[config.mk]
export PLATFORM = sky130hd
export DESIGN_NAME = clock_button_ctrl
export DESIGN_NICKNAME = d
export VERILOG_FILES = /design/src/rtl/clock_pkg.sv /design/src/rtl/button_channel.sv /design/src/rtl/clock_button_ctrl.sv
export SDC_FILE = /design/constraint.sdc
export NUM_CORES = 1
export LEC_CHECK = 0
export BUFFER_PORTS_ARGS = -buffer_cell sky130_fd_sc_hd__buf_2
export CAP_MARGIN = 20
export CORE_ASPECT_RATIO = 0.75
export CORE_MARGIN = 8
export CORE_UTILIZATION = 57
export CTS_CLUSTER_SIZE = 14
export DETAILED_ROUTE_END_ITERATION = 8
export PLACE_DENSITY_LB_ADDON = 0.2
export SLEW_MARGIN = 30
export SYNTH_ARGS = -nofsm -noshare
export SYNTH_HDL_FRONTEND = slang
export SYNTH_SLANG_ARGS = --single-unit
[constraint.sdc]
create_clock -name clk -period 2.2 [get_ports clk]
set_input_delay 0.22 -clock clk [delete_from_list [all_inputs] [get_ports clk]]
set_output_delay 0.22 -clock clk [all_outputs]
set_load 0.01 [all_outputs]
[src/rtl/clock_pkg.sv]
// Shared types and default timing for the clock button conditioning stage.
package clock_pkg;

  typedef enum logic [2:0] {
    ARM,
    IDLE,
    PRESS,
    HOLD,
    REPEAT,
    RELEASE
  } btn_state_t;

  localparam int DEF_DEBOUNCE_CYC     = 500000;
  localparam int DEF_REPEAT_DELAY_CYC = 25000000;
  localparam int DEF_REPEAT_RATE_CYC  = 5000000;

  function automatic int max_of3(input int a, input int b, input int c);
    int m;
    m = (a > b) ? a : b;
    return (m > c) ? m : c;
  endfunction

endpackage

[src/rtl/button_channel.sv]
// One push-button channel: 2-flop synchroniser, debounce FSM, optional
// hold-to-auto-repeat, and a registered single-cycle pulse output.
module button_channel
  import clock_pkg::*;
#(
  parameter int DEBOUNCE_CYC     = DEF_DEBOUNCE_CYC,
  parameter int REPEAT_DELAY_CYC = DEF_REPEAT_DELAY_CYC,
  parameter int REPEAT_RATE_CYC  = DEF_REPEAT_RATE_CYC,
  parameter bit REPEAT_EN        = 1'b1
) (
  input  logic clk,
  input  logic rst,
  input  logic key,
  output logic pulse
);

  localparam int CNT_W = $clog2(max_of3(DEBOUNCE_CYC, REPEAT_DELAY_CYC, REPEAT_RATE_CYC)) + 1;
  localparam logic [CNT_W-1:0] DEB_LAST  = CNT_W'(DEBOUNCE_CYC - 1);
  localparam logic [CNT_W-1:0] DLY_LAST  = CNT_W'(REPEAT_DELAY_CYC - 1);
  localparam logic [CNT_W-1:0] RATE_LAST = CNT_W'(REPEAT_RATE_CYC - 1);

  logic [1:0]       sync_q;
  logic             synced;
  btn_state_t       state, next_state;
  logic [CNT_W-1:0] cnt, cnt_next;
  logic             pulse_next;

  assign synced = sync_q[1];

  always_ff @(posedge clk or negedge rst) begin
    if (!rst) begin
      sync_q <= 2'b00;
      state  <= ARM;
      cnt    <= '0;
      pulse  <= 1'b0;
    end else begin
      sync_q <= {sync_q[0], key};
      state  <= next_state;
      cnt    <= cnt_next;
      pulse  <= pulse_next;
    end
  end

  always_comb begin
    next_state = state;
    case (state)
      ARM:     if (!synced && cnt == DEB_LAST) next_state = IDLE;
      IDLE:    if (synced) next_state = PRESS;
      PRESS: begin
        if (!synced)               next_state = IDLE;
        else if (cnt == DEB_LAST)  next_state = REPEAT_EN ? HOLD : RELEASE;
      end
      HOLD: begin
        if (!synced)               next_state = RELEASE;
        else if (cnt == DLY_LAST)  next_state = REPEAT;
      end
      REPEAT:  if (!synced) next_state = RELEASE;
      RELEASE: if (!synced && cnt == DEB_LAST) next_state = IDLE;
      default: next_state = ARM;
    endcase
  end

  // The counter restarts on every state change and on every sample that breaks a run.
  always_comb begin
    cnt_next   = cnt + CNT_W'(1);
    pulse_next = 1'b0;
    case (state)
      ARM, RELEASE: if (synced || cnt == DEB_LAST) cnt_next = '0;
      IDLE:         cnt_next = '0;
      PRESS: begin
        if (!synced) cnt_next = '0;
        else if (cnt == DEB_LAST) begin
          cnt_next   = '0;
          pulse_next = 1'b1;
        end
      end
      HOLD: begin
        if (!synced) cnt_next = '0;
        else if (cnt == DLY_LAST) begin
          cnt_next   = '0;
          pulse_next = 1'b1;
        end
      end
      REPEAT: begin
        if (!synced) cnt_next = '0;
        else if (cnt == RATE_LAST) begin
          cnt_next   = '0;
          pulse_next = 1'b1;
        end
      end
      default: cnt_next = '0;
    endcase
  end

endmodule

[src/rtl/clock_button_ctrl.sv]
// Conditions the minute, hour and 12/24 mode buttons into clean one-cycle
// pulses for the time-of-day counter; mode never auto-repeats.
module clock_button_ctrl
  import clock_pkg::*;
#(
  parameter int DEBOUNCE_CYC     = DEF_DEBOUNCE_CYC,
  parameter int REPEAT_DELAY_CYC = DEF_REPEAT_DELAY_CYC,
  parameter int REPEAT_RATE_CYC  = DEF_REPEAT_RATE_CYC
) (
  input  logic clk,
  input  logic rst,
  input  logic key_min,
  input  logic key_hr,
  input  logic key_tmod,
  output logic set_min,
  output logic set_hr,
  output logic set_TMOD
);

  button_channel #(
    .DEBOUNCE_CYC(DEBOUNCE_CYC), .REPEAT_DELAY_CYC(REPEAT_DELAY_CYC),
    .REPEAT_RATE_CYC(REPEAT_RATE_CYC), .REPEAT_EN(1'b1)
  ) u_min (
    .clk(clk), .rst(rst), .key(key_min), .pulse(set_min)
  );

  button_channel #(
    .DEBOUNCE_CYC(DEBOUNCE_CYC), .REPEAT_DELAY_CYC(REPEAT_DELAY_CYC),
    .REPEAT_RATE_CYC(REPEAT_RATE_CYC), .REPEAT_EN(1'b1)
  ) u_hr (
    .clk(clk), .rst(rst), .key(key_hr), .pulse(set_hr)
  );

  button_channel #(
    .DEBOUNCE_CYC(DEBOUNCE_CYC), .REPEAT_DELAY_CYC(REPEAT_DELAY_CYC),
    .REPEAT_RATE_CYC(REPEAT_RATE_CYC), .REPEAT_EN(1'b0)
  ) u_tmod (
    .clk(clk), .rst(rst), .key(key_tmod), .pulse(set_TMOD)
  );

endmodule
==> results of run 1 <==
worst max-delay path, stage by stage (launching register included):
cell,delay [ns]
dfrtp_1,0.48
nand3b_1,0.16
or4_1,0.52
or4_4,0.45
a31oi_4,0.36
clkbuf_16,0.27
nor4_4,0.04
synthesized netlist by cell type (all sizes together), types with 4 or more instances:
master / count
nor4: 40
nor3: 43
nor2: 30
buf: 17
nand4: 32
xor2: 46
a211oi: 29
nand4b: 4
nand3: 36
a221oi: 5
or4: 8
inv: 18
a31oi: 4
nor3b: 4
ha: 6
o21ai: 13
xnor2: 26
a21oi: 8
clkbuf: 19
and4: 11
nand2: 35
and3: 11
and2: 5
nor4b: 6
o211ai: 4
dfrtp: 96
or3: 6
cell families after synthesis:
group           synth area share (%)
flops                          42.44
fa+ha+maj                      1.326
xor+xnor                       11.14
buf+inv                        4.686
simple gates                   29.02
compound gates                 11.38
layout make-up:
| class | instances | area, um2 | area share (%) |
|---|---|---|---|
| Clock inverter | 6 | 66.31 | 0.9232 |
| Sequential cell | 96 | 2405 | 33.48 |
| Clock buffer | 10 | 229.0 | 3.188 |
| Tap cell | 132 | 165.2 | 2.299 |
| Multi-Input combinational cell | 444 | 3405 | 47.40 |
| Inverter | 19 | 71.32 | 0.9929 |
| Timing Repair Buffer | 88 | 842.1 | 11.72 |
sequential cells by signal, summed over array words and instances, names as in the netlist:
signal,cells
u_hr.sync_q,2
u_min.state,3
u_hr.pulse,1
u_min.cnt,26
u_min.sync_q,2
u_hr.cnt,26
u_tmod.pulse,1
u_tmod.state,3
u_tmod.sync_q,2
u_hr.state,3
u_tmod.cnt,26
u_min.pulse,1
worst max-delay path by stage:
stage	startpoint	end
after CTS	u_hr.cnt[22]	u_hr.cnt[10]
final	u_min.cnt[16]	u_min.cnt[3]
after global routing	u_min.cnt[16]	u_min.cnt[12]
after floorplan	u_hr.cnt[22]	u_hr.cnt[10]
after detailed placement	u_hr.cnt[22]	u_hr.cnt[10]
after global placement	u_hr.cnt[22]	u_hr.cnt[16]
per-layer routing:
metal / GRT usage, % / vias to the layer above / share of wire, %
li1: - / 2379 / -
met1: 30.85 / 2566 / 43
met2: 34.83 / 278 / 48
met3: 4.849 / 34 / 7.1
met4: 7.124 / 0 / 1.9
met5: 0 / - / 0
repair_timing:
action | CTS | global route
pin swaps | 4 | 27
setup endpoints to repair | 56 | 83
buffers inserted | 2 | 4
gates cloned | 0 | 5
hold endpoints to repair | 33 | 0
gates resized for setup | 8 | 51
hold buffers | 4 | 0
per-stage QoR:
step / hold slack, ns / setup WS (ns) / cells / area (um2)
2_1_floorplan: -0.07559 / -0.08875 / 595 / 5725
3_3_place_gp: 0.1865 / -0.06541 / 764 / 6325
3_5_place_dp: 0.1859 / -0.1434 / 764 / 6325
4_1_cts: 0.3522 / -0.1452 / 786 / 6714
5_1_grt: 0.3673 / -0.2576 / 795 / 7183
6_report: 0.3506 / -0.2182 / 795 / 7183
where the power goes:
group / internal (uW) / total (uW) / switching [uW] / leakage, uW
clock: 889 / 1590 / 696 / 0.000147
sequential: 1780 / 1800 / 21.1 / 0.00132
combinational: 67.7 / 175 / 108 / 0.00125
total: 2740 / 3560 / 825 / 0.00271
==> impl_results.md, run 1 <==
* Post-route minimum period at 2.418 ns
* Slew Limit Headroom at 60.08%
* First-pass GRT wire length at 24250 um
* Largest net degree at the start of global routing at 46
* Die Ht at 102.3 um
* Root buf cell: clkbuf_16
* Drt total wl at 15820 um
* CTS buffer count at 9
* Detailed Routing Iterations Pass 1 at 5
* Final Max Tran Viols at 0
* Die W at 131.1 um
* Crit-path max FO at 7
* Worst Skew at 0.009433 ns
* Clk buf depth at 2
* Port Buffers at 7
* Critical path type: flip-flop to flip-flop
* FF+latch count, synth at 96
* Total GRT Usage at 22.54%
* Layout cells sized above 1 at 23.23%
* Max-Cap Viols at 0
* Synth Warn # at 0
* Antenna viol nets, final at 0
* Clock Sinks at 96
* Reg-to-Reg End: u_min.cnt[3]
* Worst skew pair latency at 0.34 ns
* Nets at 669
* Register-to-register setup slack at -0.22 ns
* Final hold vios at 0
* Final critical-path share of the clock period at 109.9%
* Cell area after synthesis at 5660 um2
* CP endpoint kind: flip-flop
* Syn Inst Count at 595
* Filler instances at 645
* Hold path start: u_hr.sync_q[0]
* Ports at 8
* Post-synth ARST share at 100.0%
* R2R depth at 6
* Final worst setup slack at -0.2182 ns
* Vias in the first global route at 4908
* Via total after detailed routing at 5257
* Dominant synthesized flop cell: dfrtp_1
* Startpoint types: flip-flop
* Hold depth at 0
* Hold path endpoint: u_hr.sync_q[1]
* Share of the synthesized area in the top cell type at 42.44%
* Synth area leader: dfrtp_1
* CP Data Required Time at 2.41 ns
* WL/cell at 19.90 um
* Starting Density at 58.61%
* Slew @ Worst Pin at 0.5942 ns
* Most common cell after layout, fill and taps aside: dfrtp_1
* Failing checks: negative setup slack
* Synth area leaders: dfrtp_1 (42%), xor2_1 (7.1%), nor4_1 (4.1%)
* Power Total at 3564 uW
* HP Class: flip-flop to flip-flop
* Static Leak at 0.002714 uW
* Reg2reg start: u_min.cnt[16]
* Initial antenna violation count at 0
* CTS tree: built
* Die footprint at 13410 um2
* Dpl hpwl at 9604 um
* Post-layout util at 74.37%
* Library cells used by synthesis at 59
* Diodes inserted at 0
* Starting DRT DRC Count at 564
* H-tree Lvls at 3
* Most frequent cells in the layout: dfrtp_1 (94), buf_4 (64), xor2_1 (46), nor3_1 (37), nand3_1 (36)
* Crit path DAT at 2.63 ns
* Placer Congestion at 0.9239
* Area delta synth->final at 26.90%
* Maximum VDD drop at 0.0006211 V
* Setup TNS at -8.080 ns
* Status: finished, violations left
* Post-synth EDFFs at 0
* Standard-cell row count at 31
* GR Overflow Total at 0
* Post-synthesis sequential area ratio at 42.44%
* Syn nets at 606
* Final Setup Violations at 55
* Pwr Density at 496.2 nW/um2
* RSZ-0062 raised after global routing: true
* DRC Markers at 0
* DR vias/cell at 6.613
* Highest clock rate at 0.4135 GHz
* Mean Syn Cell Area at 9.513 um2
* Core area at 9658 um2
* Worst-path clk slew at 0.07 ns
No activity file was read; power rests on OpenSTA's default activity.
==> inputs of run 2 (changes only) <==
--- a/config.mk
+++ b/config.mk
@@ -9,7 +9,7 @@
 export CAP_MARGIN = 20
 export CORE_ASPECT_RATIO = 0.75
 export CORE_MARGIN = 8
-export CORE_UTILIZATION = 57
+export CORE_UTILIZATION = 60
 export CTS_CLUSTER_SIZE = 14
 export DETAILED_ROUTE_END_ITERATION = 8
 export PLACE_DENSITY_LB_ADDON = 0.2
==> constraint.sdc (replaced) <==
create_clock -name clk -period 2.45 [get_ports clk]
set_input_delay 0.245 -clock clk [delete_from_list [all_inputs] [get_ports clk]]
set_output_delay 0.245 -clock clk [all_outputs]
set_load 0.01 [all_outputs]
==> run 2 against run 1 <==
Against the previous run:
- the flow now finishes without violations
- cell count shrank 6.5%
- core utilization shrank 4.9 points
- combinational power shrank 36%
- register-to-register slack gained 0.32 ns
- critical endpoint is now u_hr.cnt[10]
- highest routed layer unchanged
==> impl_results.md, run 2 (synthesis gave the netlist of run 1 again) <==
* Die W at 128.2 um (was 131.1 um)
* Clk buf depth at 2 (unchanged)
* CTS buffer count at 9 (unchanged)
* Final hold vios at 0 (unchanged)
* Crit path DAT at 2.57 ns (was 2.63 ns)
* CP Data Required Time at 2.67 ns (was 2.41 ns)
* RSZ-0062 raised after global routing: true (unchanged)
* Maximum VDD drop at 0.0003347 V (was 0.0006211 V)
* Area delta synth->final at 11.91% (was 26.90%)
* Initial antenna violation count at 0 (unchanged)
* Highest clock rate at 0.4254 GHz (was 0.4135 GHz)
* Root buf cell: clkbuf_16 (unchanged)
* H-tree Lvls at 3 (unchanged)
* Hold path endpoint: u_min.sync_q[0] (was u_hr.sync_q[1])
* Max-Cap Viols at 0 (unchanged)
* Antenna viol nets, final at 0 (unchanged)
* Detailed Routing Iterations Pass 1 at 5 (unchanged)
* CP endpoint kind: flip-flop (unchanged)
* Largest regs: u_hr.cnt x26, u_min.cnt x26, u_tmod.cnt x26 (unchanged)
* GR Overflow Total at 0 (unchanged)
* Nets at 621 (was 669)
* Most common cell after layout, fill and taps aside: dfrtp_1 (unchanged)
* R2R depth at 6 (unchanged)
* Crit-path max FO at 26 (was 7)
* First-pass GRT wire length at 22380 um (was 24250 um)
* Post-layout util at 69.45% (was 74.37%)
* Worst hold margin at 0.01913 ns (was 0.3506 ns)
* Total GRT Usage at 21.38% (was 22.54%)
* Die Ht at 100.1 um (was 102.3 um)
* Core area at 9121 um2 (was 9658 um2)
* Placed cell count at 724 (was 764)
* Post-route minimum period at 2.351 ns (was 2.418 ns)
* Slew Limit Headroom at 60.26% (was 60.08%)
* Status: finished clean (was finished, violations left)
* Dpl hpwl at 8836 um (was 9604 um)
* DRC Markers at 0 (unchanged)
* Drt total wl at 12860 um (was 15820 um)
* Ports at 8 (unchanged)
* Pwr Density at 497.4 nW/um2 (was 496.2 nW/um2)
* Port Buffers at 7 (unchanged)
* Largest net degree at the start of global routing at 51 (was 46)
* Register-to-register setup slack at 0.1 ns (was -0.22 ns)
* Clock Sinks at 96 (unchanged)
* Via total after detailed routing at 4718 (was 5257)
* HP Class: primary input to flip-flop (was flip-flop to flip-flop)
* Diodes inserted at 0 (unchanged)
* Worst-path clk slew at 0.06 ns (was 0.07 ns)
* Final Setup Violations at 0 (was 55)
* Final critical-path share of the clock period at 95.95% (was 109.9%)
* Non-filler cells, final at 743 (was 795)
* Critical path type: flip-flop to flip-flop (unchanged)
* Static Leak at 0.002400 uW (was 0.002714 uW)
* Starting Density at 62.06% (was 58.61%)
* Starting DRT DRC Count at 498 (was 564)
* Placer Congestion at 0.8922 (was 0.9239)
* Standard-cell row count at 30 (was 31)
* Worst skew pair latency at 0.35 ns (was 0.34 ns)
* Post CTS Setup Buffer Count at 0 (was 2)
* Most frequent cells in the layout: dfrtp_1 (96), xor2_1 (46), nor3_1 (42), nor4_1 (37), nand3_1 (36) (was dfrtp_1 (94), buf_4 (64), xor2_1 (46), nor3_1 (37), nand3_1 (36))
* Startpoint types: flip-flop (unchanged)
* Setup TNS at 0 ns (was -8.080 ns)
* DR vias/cell at 6.350 (was 6.613)
* Hold path start: key_min (was u_hr.sync_q[0])
* CTS tree: built (unchanged)
* Hold depth at 1 (was 0)
* Die footprint at 12830 um2 (was 13410 um2)
* Layout cells sized above 1 at 11.38% (was 23.23%)
* Reg-to-Reg End: u_hr.cnt[10] (was u_min.cnt[3])
* Reg2reg start: u_hr.cnt[9] (was u_min.cnt[16])
* Final Max Tran Viols at 0 (unchanged)
* Slew @ Worst Pin at 0.5916 ns (was 0.5942 ns)
* Worst Skew at 0.007488 ns (was 0.009433 ns)
* Vias in the first global route at 4519 (was 4908)
* WL/cell at 17.31 um (was 19.90 um)
-- run 2: metrics by stage --
stage / worst slack [ns] / cell area (um2) / power [uW]
2_1_floorplan: 0.1344 / 5660 / 1704
3_5_place_dp: 0.1022 / 5989 / 1764
3_3_place_gp: 0.1502 / 5989 / 1758
4_1_cts: 0.09682 / 6299 / 3180
5_1_grt: -0.008288 / 6335 / 3252
6_report: 0.09933 / 6335 / 3151
-- run 2: per-layer routing --
metal,track usage [%],share of wire (%),up-vias
met5,0,0,-
met4,7.104,1.2,0
met3,4.767,5.9,16
met2,31.06,44,144
met1,30.68,49,2290
li1,-,-,2268
-- run 2: worst max path at each step --
stage / startpoint / to / slack (ns)
2_1_floorplan: u_hr.cnt[22] / u_hr.cnt[10] / 0.13
5_1_grt: u_min.cnt[0] / u_min.cnt[15] / -0.008
4_1_cts: u_hr.cnt[9] / u_hr.cnt[10] / 0.1
3_5_place_dp: u_hr.cnt[9] / u_hr.cnt[10] / 0.10
6_report: u_hr.cnt[9] / u_hr.cnt[10] / 0.1
3_3_place_gp: u_hr.cnt[22] / u_hr.cnt[19] / 0.15
-- run 2: layout make-up --
type                    instances  area [um2]
flip-flops and latches         96        2402
well taps                     128       160.2
inverters                      19       71.32
clock buffers                  11       242.7
fillers                       707        2786
multi-input cells             444        3009
repair buffers                 40       392.9
clock inverters                 5       56.30
-- run 2: worst max-delay path: stages (launching register included) --
cell,delay [ns]
dfrtp_1,0.37
or4b_1,0.58
or3_4,0.37
o41a_4,0.40
o211ai_4,0.21
buf_12,0.20
a211oi_1,0.10
-- run 2: report_power, final --
group | internal [uW] | switching (uW)
clock | 817 | 597
combinational | 39.8 | 72.1
sequential | 1600 | 22.7
total | 2460 | 692
-- run 2: timing repair --
action / CTS / global route
endpoints found under the hold margin: 46 / 2
gates resized for setup: 0 / 3
endpoints found under the setup margin: 0 / 39
hold buffers: 1 / 2
==> inputs of run 3 (changes only) <==
--- a/config.mk
+++ b/config.mk
@@ -12,6 +12,8 @@
 export CORE_UTILIZATION = 60
 export CTS_CLUSTER_SIZE = 14
 export DETAILED_ROUTE_END_ITERATION = 8
+export HOLD_SLACK_MARGIN = 0.1
+export MAX_ROUTING_LAYER = met4
 export PLACE_DENSITY_LB_ADDON = 0.2
 export SLEW_MARGIN = 30
 export SYNTH_ARGS = -nofsm -noshare
==> run 3 against run 2 <==
Against the previous run:
- wire length up 1.6%
- clock power down 4%
- first-iteration DRC count down 12%
- non-clock buffer count up 3
- design area up 0.41%
- sequential power about the same
- critical endpoint is now u_hr.cnt[16]
- largest cell class unchanged
==> impl_results.md, run 3 (synthesis gave the netlist of run 1 again) <==
* Post CTS Setup Buffer Count at 0 (unchanged)
* H-tree Lvls at 3 (unchanged)
* Most frequent cells in the layout: dfrtp_1 (96), xor2_1 (46), nor3_1 (42), nor4_1 (37), nand3_1 (36) (unchanged)
* Starting DRT DRC Count at 439 (was 498)
* CP endpoint kind: flip-flop (unchanged)
* Final critical-path share of the clock period at 97.96% (was 95.95%)
* Antenna viol nets, final at 0 (unchanged)
* Die footprint at 12830 um2 (unchanged)
* Diodes inserted at 0 (unchanged)
* Largest net degree at the start of global routing at 50 (was 51)
* CTS tree: built (unchanged)
* Status: finished clean (unchanged)
* Port Buffers at 7 (unchanged)
* Drt total wl at 13060 um (was 12860 um)
* Ports at 8 (unchanged)
* Largest regs: u_hr.cnt x26, u_min.cnt x26, u_tmod.cnt x26 (unchanged)
* RSZ-0062 raised after global routing: false (was true)
* Cell-internal power at 2433 uW (was 2459 uW)
* DR vias/cell at 6.448 (was 6.350)
* Placer Congestion at 0.9340 (was 0.8922)
* WL/cell at 17.51 um (was 17.31 um)
* Reg-to-Reg End: u_hr.cnt[16] (was u_hr.cnt[10])
* Clk buf depth at 2 (unchanged)
* Die Ht at 100.1 um (unchanged)
* Hold path start: u_hr.sync_q[0] (was key_min)
* Max-Cap Viols at 0 (unchanged)
* Critical path type: flip-flop to flip-flop (unchanged)
* DP Area at 5997 um2 (was 5989 um2)
* Worst skew pair latency at 0.35 ns (about the same)
* HP Class: flip-flop to flip-flop (was primary input to flip-flop)
* Worst hold margin at 0.3505 ns (was 0.01913 ns)
* Layout cells sized above 1 at 11.17% (was 11.38%)
* Area delta synth->final at 12.38% (was 11.91%)
* CP Data Required Time at 2.68 ns (was 2.67 ns)
* Total GRT Usage at 21.90% (was 21.38%)
* Final hold vios at 0 (unchanged)
* Final Setup Violations at 0 (unchanged)
* Worst-path clk slew at 0.06 ns (about the same)
* Sw frac at 21.52% (was 21.96%)
* Setup TNS at 0 ns (unchanged)
* Worst Skew at 0.004470 ns (was 0.007488 ns)
* Standard-cell row count at 30 (unchanged)
* Pwr Density at 487.4 nW/um2 (was 497.4 nW/um2)
* Dpl hpwl at 8883 um (was 8836 um)
* Root buf cell: clkbuf_16 (unchanged)
* Via total after detailed routing at 4810 (was 4718)
* DRC Markers at 0 (unchanged)
* Critical Path Start: u_hr.cnt[13] (was u_hr.cnt[9])
* Design Area, Final at 6361 um2 (was 6335 um2)
* Slew Limit Headroom at 58.39% (was 60.26%)
* First-pass GRT wire length at 22160 um (was 22380 um)
* Core area at 9121 um2 (unchanged)
* Combinational fraction of design power at 3.7% (was 3.5%)
* Startpoint types: flip-flop (unchanged)
* Reg2reg start: u_hr.cnt[13] (was u_hr.cnt[9])
* GR Overflow Total at 0 (unchanged)
* Delay of the slowest critical-path stage at 0.51 ns (was 0.58 ns)
* Clock Sinks at 96 (unchanged)
* Detailed Routing Iterations Pass 1 at 5 (unchanged)
* Hold path endpoint: u_hr.sync_q[1] (was u_min.sync_q[0])
* Highest clock rate at 0.4167 GHz (was 0.4254 GHz)
* CTS buffer count at 9 (unchanged)
* Register-to-register setup slack at 0.05 ns (was 0.1 ns)
* Clock share of power at 43.9% (was 44.9%)
* Final Max Tran Viols at 0 (unchanged)
* Vias in the first global route at 4502 (was 4519)
* Post-layout util at 69.74% (was 69.45%)
* Slowest-stage cell, CP: or4b_4 (was or4b_1)
* CP cell instances: or4b_4 -> or3_1 -> o41a_4 -> o211ai_4 -> clkbuf_16 -> a211oi_1 (was or4b_1 -> or3_4 -> o41a_4 -> o211ai_4 -> buf_12 -> a211oi_1)
* Starting Density at 62.06% (unchanged)
* Nets at 624 (was 621)
* Slew @ Worst Pin at 0.6241 ns (was 0.5916 ns)
* Initial antenna violation count at 0 (unchanged)
* Crit-path max FO at 13 (was 26)
* Crit path DAT at 2.63 ns (was 2.57 ns)
* Psw at 667.1 uW (was 691.9 uW)
* Static Leak at 0.002410 uW (was 0.002400 uW)
* Post-route minimum period at 2.400 ns (was 2.351 ns)
* R2R depth at 6 (unchanged)
* Filler instances at 701 (was 707)
* Maximum VDD drop at 0.0003263 V (was 0.0003347 V)
* Die W at 128.2 um (unchanged)
* Sequential Power Share at 52.4% (was 51.6%)
* Most common cell after layout, fill and taps aside: dfrtp_1 (unchanged)
* Hold depth at 0 (was 1)
-- run 3: cell count changes in the layout (fill, tap and decap cells not counted), sizes merged --
cell / previous run / this run
buf: 37 / 38
clkbuf: 11 / 14
clkinv: 4 / 2
dlygate4sd3: 3 / 4
-- run 3: timing repair --
item	in CTS	in global routing
hold buffers	4	0
hold endpoints to repair	50	0
resized for setup	0	3
endpoints found under the setup margin	0	26
-- run 3: per-layer routing --
metal | share of wire (%) | global-route usage (%) | routed length (um)
met1 | 48 | 30.57 | 6210
met2 | 44 | 30.86 | 5715
met3 | 7.0 | 4.449 | 912
met4 | 1.7 | 7.741 | 223
met5 | 0 | - | 0
-- run 3: final cells by class --
cell class / count / area [um2] / area share, %
flip-flops and latches: 96 / 2402 / 37.77
clock buffers: 13 / 240.2 / 3.777
multi-input cells: 444 / 3009 / 47.31
inverters: 19 / 71.32 / 1.121
well taps: 128 / 160.2 / 2.518
clock inverters: 3 / 42.54 / 0.6688
repair buffers: 43 / 435.4 / 6.845
-- run 3: worst max-delay path by stage --
stage               slack (ns)            to  cells after the start
finish                    0.05  u_hr.cnt[16]                      6
detailed placement        0.08   u_hr.cnt[4]                      6
global placement          0.16  u_hr.cnt[19]                      6
floorplan                 0.13  u_hr.cnt[10]                      6
CTS                       0.07   u_hr.cnt[4]                      6
global route             0.003   u_hr.cnt[9]                      6
-- run 3: power groups by stage --
stage / combinational, uW / clock, uW / sequential, uW
after floorplan: 58.4 / 0 / 1650
after global placement: 107 / 0 / 1650
after detailed placement: 110 / 0 / 1650
after CTS: 115 / 1390 / 1620
after global routing: 128 / 1440 / 1630
final: 114 / 1360 / 1630
-- run 3: worst max-delay path, delay by kind of cell (launching register included) --
family,cells,cell delay [ns]
AND/OR/NAND/NOR,2,0.89
AO/OA/AOI/OAI,3,0.73
flip-flops,1,0.43
buffers and inverters,1,0.22
-- run 3: metrics by stage --
stage | setup slack (ns) | cells | total power [uW]
2_1_floorplan | 0.1344 | 595 | 1704
3_3_place_gp | 0.1551 | 725 | 1759
3_5_place_dp | 0.07547 | 725 | 1764
4_1_cts | 0.07108 | 745 | 3135
5_1_grt | 0.003406 | 746 | 3198
6_report | 0.04999 | 746 | 3100
